<file path="src/rtl/rsa_io_pkg.sv">
// Shared RSA host-I/O types: transfer-state encoding and byte-count helpers.
package rsa_io_pkg;

  typedef enum logic [1:0] {
    ST_IDLE = 2'd0,
    ST_HDR  = 2'd1,
    ST_SEND = 2'd2
  } io_state_e;

  localparam int unsigned RSA_IO_N = 32;
  localparam int unsigned NBYTES   = RSA_IO_N / 8;

  function automatic int unsigned nbytes(input int unsigned n);
    return n / 8;
  endfunction

endpackage

</file>
<file path="src/rtl/parallel_to_serial.sv">
// Word-to-byte serializer, MSB first; P2S_LENGTH_HEADER_EN prepends a byte-count header.
// First byte valid the cycle after acceptance; tx_ready low stalls with tx_byte held.
module parallel_to_serial
  import rsa_io_pkg::*;
#(
  parameter int N     = 32,
  parameter int Nlog2 = 5
) (
  input  logic         clk,
  input  logic         rst,
  input  logic [N-1:0] in_word,
  input  logic         in_valid,
  output logic         in_ready,
  output logic [7:0]   tx_byte,
  output logic         tx_valid,
  input  logic         tx_ready,
  output logic         busy,
  output logic         done
);

  localparam int NB_W = nbytes(N);
  localparam int CW   = (Nlog2 > 3) ? Nlog2 - 2 : 1;
  localparam logic [CW-1:0] LAST = CW'(NB_W - 1);

  io_state_e    state_q, state_d;
  logic [N-1:0] shift_q, shift_d, shift_nxt;
  logic [CW-1:0] cnt_q, cnt_d;
  logic [7:0]   tx_byte_q, tx_byte_d;
  logic         tx_valid_q, tx_valid_d;
  logic         done_q, done_d;

  always_comb begin
    state_d    = state_q;
    shift_d    = shift_q;
    cnt_d      = cnt_q;
    tx_byte_d  = tx_byte_q;
    tx_valid_d = tx_valid_q;
    done_d     = 1'b0;
    shift_nxt  = shift_q << 8;

    case (state_q)
      ST_IDLE: begin
        tx_valid_d = 1'b0;
        tx_byte_d  = 8'h00;
        if (in_valid) begin
          shift_d    = in_word;
          cnt_d      = '0;
          tx_valid_d = 1'b1;
`ifdef P2S_LENGTH_HEADER_EN
          state_d    = ST_HDR;
          tx_byte_d  = 8'(NB_W);
`else
          state_d    = ST_SEND;
          tx_byte_d  = in_word[N-1 -: 8];
`endif
        end
      end
`ifdef P2S_LENGTH_HEADER_EN
      ST_HDR: begin
        if (tx_ready) begin
          state_d   = ST_SEND;
          tx_byte_d = shift_q[N-1 -: 8];
        end
      end
`endif
      ST_SEND: begin
        if (tx_ready) begin
          shift_d = shift_nxt;
          if (cnt_q == LAST) begin
            state_d    = ST_IDLE;
            cnt_d      = '0;
            tx_valid_d = 1'b0;
            tx_byte_d  = 8'h00;
            done_d     = 1'b1;
          end else begin
            cnt_d     = cnt_q + 1'b1;
            tx_byte_d = shift_nxt[N-1 -: 8];
          end
        end
      end
      default: begin
        state_d    = ST_IDLE;
        tx_valid_d = 1'b0;
        tx_byte_d  = 8'h00;
      end
    endcase
  end

  always_ff @(posedge clk or negedge rst) begin
    if (!rst) begin
      state_q    <= ST_IDLE;
      shift_q    <= '0;
      cnt_q      <= '0;
      tx_byte_q  <= 8'h00;
      tx_valid_q <= 1'b0;
      done_q     <= 1'b0;
    end else begin
      state_q    <= state_d;
      shift_q    <= shift_d;
      cnt_q      <= cnt_d;
      tx_byte_q  <= tx_byte_d;
      tx_valid_q <= tx_valid_d;
      done_q     <= done_d;
    end
  end

  assign tx_byte  = tx_byte_q;
  assign tx_valid = tx_valid_q;
  assign done     = done_q;
  assign busy     = (state_q != ST_IDLE);
  assign in_ready = (state_q == ST_IDLE);

endmodule

</file>
<file path="config.mk">
export PLATFORM = sky130hd
export DESIGN_NAME = parallel_to_serial
export DESIGN_NICKNAME = d
export VERILOG_FILES = /design/src/rtl/rsa_io_pkg.sv /design/src/rtl/parallel_to_serial.sv
export SDC_FILE = /design/constraint.sdc
export NUM_CORES = 1
export LEC_CHECK = 0
export ABC_AREA = 1
export CAP_MARGIN = 25
export CORE_ASPECT_RATIO = 2
export CORE_MARGIN = 2
export CORE_UTILIZATION = 40
export DETAILED_ROUTE_END_ITERATION = 16
export PLACE_DENSITY = 0.77
export SYNTH_ARGS = -nofsm -noshare
export SYNTH_HDL_FRONTEND = slang
export SYNTH_SLANG_ARGS = --single-unit
</file>
<file path="constraint.sdc">
create_clock -name clk -period 2.7 [get_ports clk]
set_clock_uncertainty 0.05 [all_clocks]
set_input_delay 0.54 -clock clk [delete_from_list [all_inputs] [get_ports clk]]
set_output_delay 0.54 -clock clk [all_outputs]
set_load 0.01 [all_outputs]
</file>
# ---- Yosys cells after proc, flatten, opt, wreduce, memory -nomap -nowiden
# Cells that the tools add are included.
dict set report word_totals {
  register_bits 39
  inputBits 36
  word_cells 40
}
dict set report classes {
  add_sub_neg 1
  eq_ne 5
  mux 22
  reduce_logical 6
}
# op count
set op_table {}
lappend op_table {{$mux W24} 2}
lappend op_table {{$pmux W24 S2} 1}
lappend op_table {{$mux W8} 3}
lappend op_table {{$pmux W8 S2} 1}
lappend op_table {{$mux W3} 3}
lappend op_table {{$mux W1} 6}
lappend op_table {{$mux W2} 3}
lappend op_table {{$ne A2 B2 Y1 const B} 3}
lappend op_table {{$pmux W3 S2} 1}
lappend op_table {{$reduce_and A3 Y1} 2}
lappend op_table {{$pmux W2 S2} 1}
lappend op_table {{$reduce_bool A2 Y1} 2}
lappend op_table {{$add A3 B1 Y3 const B} 1}
lappend op_table {{$eq A3 B2 Y1 const B} 1}
lappend op_table {{$eq A2 B2 Y1 const B} 1}
lappend op_table {{$logic_not A2 Y1} 1}
lappend op_table {{$pmux W1 S2} 1}
lappend op_table {{$reduce_and A2 Y1} 1}

# ---- Longest topological paths before layout
dict set report logic_depth {
  ltp_word 4
  depth_mapped 8
  ltp_nobuf 6
}

# ---- Least setup slack after synthesis
# Ideal clock, no wire load.
dict set report synth_path {
  path_kind {flip-flop to output port}
  start {reg state_q[1]}
  end {out in_ready}
  arrival_ns 0.799
  t_required_ns 2.110
  slack_ns 1.311
  stages_incl_launch_ff 4
  n_path_buf 2
  cell_sequence {dfrtp_1 -> buf_4 -> inv_6 -> buf_4}
}
dict set report synth_between {
  elab_chain_len 1
}
# item line_no
set synth_lines {}
lappend synth_lines {{start, declared} parallel_to_serial.sv:25} ;# io_state_e state_q, state_d;
lappend synth_lines {{start signal, assigned} parallel_to_serial.sv:98} ;# state_q <= state_d;
lappend synth_lines {{$logic_not A2 Y1} parallel_to_serial.sv:111} ;# assign in_ready = (state_q == ST_IDLE);
lappend synth_lines {{end, declared} parallel_to_serial.sv:13} ;# output logic in_ready,
# Every way passes these cells.

# ---- Worst setup path after layout
dict set report layout_path {
  start {reg state_q[1]}
  end {out busy}
}
dict set report layout_between {
  elab_chain_len 1
}
# item line_no
set layout_lines {}
lappend layout_lines {{$reduce_bool A2 Y1} parallel_to_serial.sv:110} ;# assign busy = (state_q != ST_IDLE);
lappend layout_lines {{end, declared} parallel_to_serial.sv:17} ;# output logic busy,
# Every way passes these cells.

==> results.cfg <==
[setup_path]
worstRegToRegCells = 6
crit_arrival_ns = 1.66
critPathMaxStageDelay_ns = 0.58
endpoint = busy
crit_required_ns = 2.11
rrSetupSlack_ns = 1.13
crit_type = reg -> out
cp-startpoint = state_q[1]
critical_path.max_fanout = 21
cpMaxStageDelayCell = clkdlybuf4s50_1
worstReg2RegEnd = shift_q[23]
end_kind = primary output
crit_buf_inv = 2
path_delay_family = buffers and inverters
worstSetupStartpointType = register
cp_cell_sequence = buf_4, clkdlybuf4s50_1
reg2reg_from = state_q[1]
critical_path_depth = 2

[finish]
drive_gt1_share_pct = 6.159
multi_input_area_um2 = 728.2
final_cell_area_mm2 = 0.002389
n_antenna_cell = 0
seq_area_um2 = 950.9
nFillCells = 421
final_common_cell = nand2_1
area_growth_pct = 29.42
fin_nets = 312
layout_common_cells = nand2_1 (87), clkdlybuf4s50_1 (46), dfrtp_1 (38)

[worst_hold_path]
hp-class = in -> async

[synth]
yosysUniqueCellTypes = 20
yosysWarnings = 0
synth.yosys.seq_area_share_pct = 51.53
synth_area_per_cell_um2 = 7.989
synth_ff_type = dfrtp_1
synth_fp_nets = 268
synthArstFlopShare_pct = 100.0
syn-cell-area_mm2 = 0.001846
yosys_register_bits = 38
syn_inst = 231
synth_edf_count = 0

[clock_network]
holdBufCountCts = 0
post_cts_resized = 0
post_cts_buffers = 0
insertion_delay_ns = 0.29
cts_buffers = 5
clk_pin_slew_ns = 0.08
cts_tree = yes
cts.sinks = 38
h-tree-depth = 2
ctsLongestPathBuffers = 2
cts-root-buf = clkbuf_8

[floorplanning]
dieHeight_um = 100.1
row_count = 35
start_util_pct = 40.92
ioPinCount = 48
core_area_mm2 = 0.004511
die-area_mm2 = 0.005206
dieWidth_um = 52.03

[power]
cellLeakagePower_nw = 1.097
total_power_w = 0.002321
irDropWorstVdd_v = 0.0005740
comb_power_share_pct = 41.7
power.internal_w = 0.001426
p_clk_share_pct = 17.8
p_sw_share_pct = 38.57
p_sw_w = 0.0008954
seq_power_share_pct = 40.5
p_per_area_mw_per_mm2 = 971.9

[sta]
setup_ws_ns = 0.4509
final-max-slew-violation-count = 0
worst_pin_slew_ns = 0.8482
hold-worst-slack_ns = 0.3015
max_freq_ghz = 0.4446
max_slew_margin_pct = 43.45
fin_crit_sh_pct = 83.30
hold_viol_final = 0
rsz0062_at_grt = no
finalSetupViolCount = 0
tns_ns = 0
min_period_ns = 2.249

[route]
route.vias.total = 1624
dr.pass1.iters = 4
initialDrtViolationCount = 29
ant_nets = 0
wire_per_inst_um = 12.43
drcViolationCount = 0
via_per_inst = 4.906
drt-total-wl_mm = 4.114

[placed_design]
place.detailed.hpwl_mm = 2.951
dpl_cell_area_mm2 = 0.002293
post-place-ws_ns = 0.6434
portBuffers = 47
gp_congestion = 0.8494

[run_status]
status = finished, final reports clean

[grt]
grt_pass1_vias = 1664
grt_busiest_layer = met2
grt_first_pass_wirelength_mm = 7.017
grt_start_max_net_pins = 39
antenna_found_initial = 0
grt.met1_usage_pct = 21.60
overflow = 0
track_usage_pct = 17.82
grtUsageMet3_pct = 3.869
met2_usage_pct = 30.19

[flow_run]
cap_viol_max_count = 0
-- area by class of cell --
cell class                 count  share of cell area [%]
tap                           55                   2.881
multi-input combinational    164                   30.49
clock buffer                   6                   3.457
timing repair buffer          48                   19.80
clock inverter                 2                  0.5238
sequential                    38                   39.81
inverter                      18                   3.038
-- logic make-up (layout without fill, tap and decap cells) --
logic type | count (synthesis) | after routing | synth area share (%)
simple gates | 127 | 127 | 28.75
flops | 38 | 38 | 51.53
compound gates | 36 | 36 | 10.03
buf+inv | 29 | 74 | 9.016
fa+ha+maj | 1 | 1 | 0.6779
-- synthesized netlist by cell type (2+ instances only) --
| cell type | count | area share, % |
|---|---|---|
| o21ai_0 | 13 | 3.5 |
| dfrtp_1 | 38 | 52 |
| buf_2 | 3 | 0.81 |
| o21ai_1 | 13 | 3.5 |
| inv_1 | 16 | 3.3 |
| nand2_8 | 2 | 2.2 |
| nand2_1 | 87 | 18 |
| buf_4 | 3 | 1.2 |
| nand3_1 | 10 | 2.7 |
| buf_6 | 5 | 3.1 |
| nor2_1 | 25 | 5.1 |
| a21oi_1 | 8 | 2.2 |
-- per-stage QoR --
stage | instances | utilization [%]
2_1_floorplan | 231 | -
3_3_place_gp | 323 | 50.85
3_5_place_dp | 323 | 50.85
4_1_cts | 331 | 52.95
5_1_grt | 331 | 52.95
6_report | 331 | 52.95
-- power groups by stage --
stage,combinational [W],sequential [W],clock [W]
after floorplan,0.000673,0.000942,0
after global placement,0.000942,0.000948,0
after detailed placement,0.000974,0.000951,0
after CTS,0.000982,0.000943,0.000424
after global routing,0.00110,0.000973,0.000448
final,0.000969,0.000940,0.000413
-- worst register-to-register path, delay by kind of cell, from the launching register on --
| kind | cells | cell delay, ns |
|---|---|---|
| flops | 1 | 0.50 |
| simple gates | 4 | 0.47 |
| buf+inv | 2 | 0.43 |
-- flip-flops by register name, summed over array words and instances, names as in the netlist --
signal,count
shift_q,24
cnt_q,3
tx_valid,1
done,1
tx_byte,8
state_q,1
-- how the worst min path moves through the flow --
stage	startpoint	end	slack [ns]
2_1_floorplan	rst	cnt_q[0]	0.19
3_3_place_gp	tx_valid	tx_valid	0.41
3_5_place_dp	shift_q[21]	shift_q[21]	0.41
4_1_cts	rst	shift_q[4]	0.33
5_1_grt	rst	shift_q[4]	0.36
6_report	rst	shift_q[10]	0.30
-- metal layers --
layer	routed length, um	share of wire [%]
met5	0	0
met2	2147	52
met3	198	4.8
met4	87	2.1
met1	1681	41
Note: power is estimated with default switching activity, not from simulation.
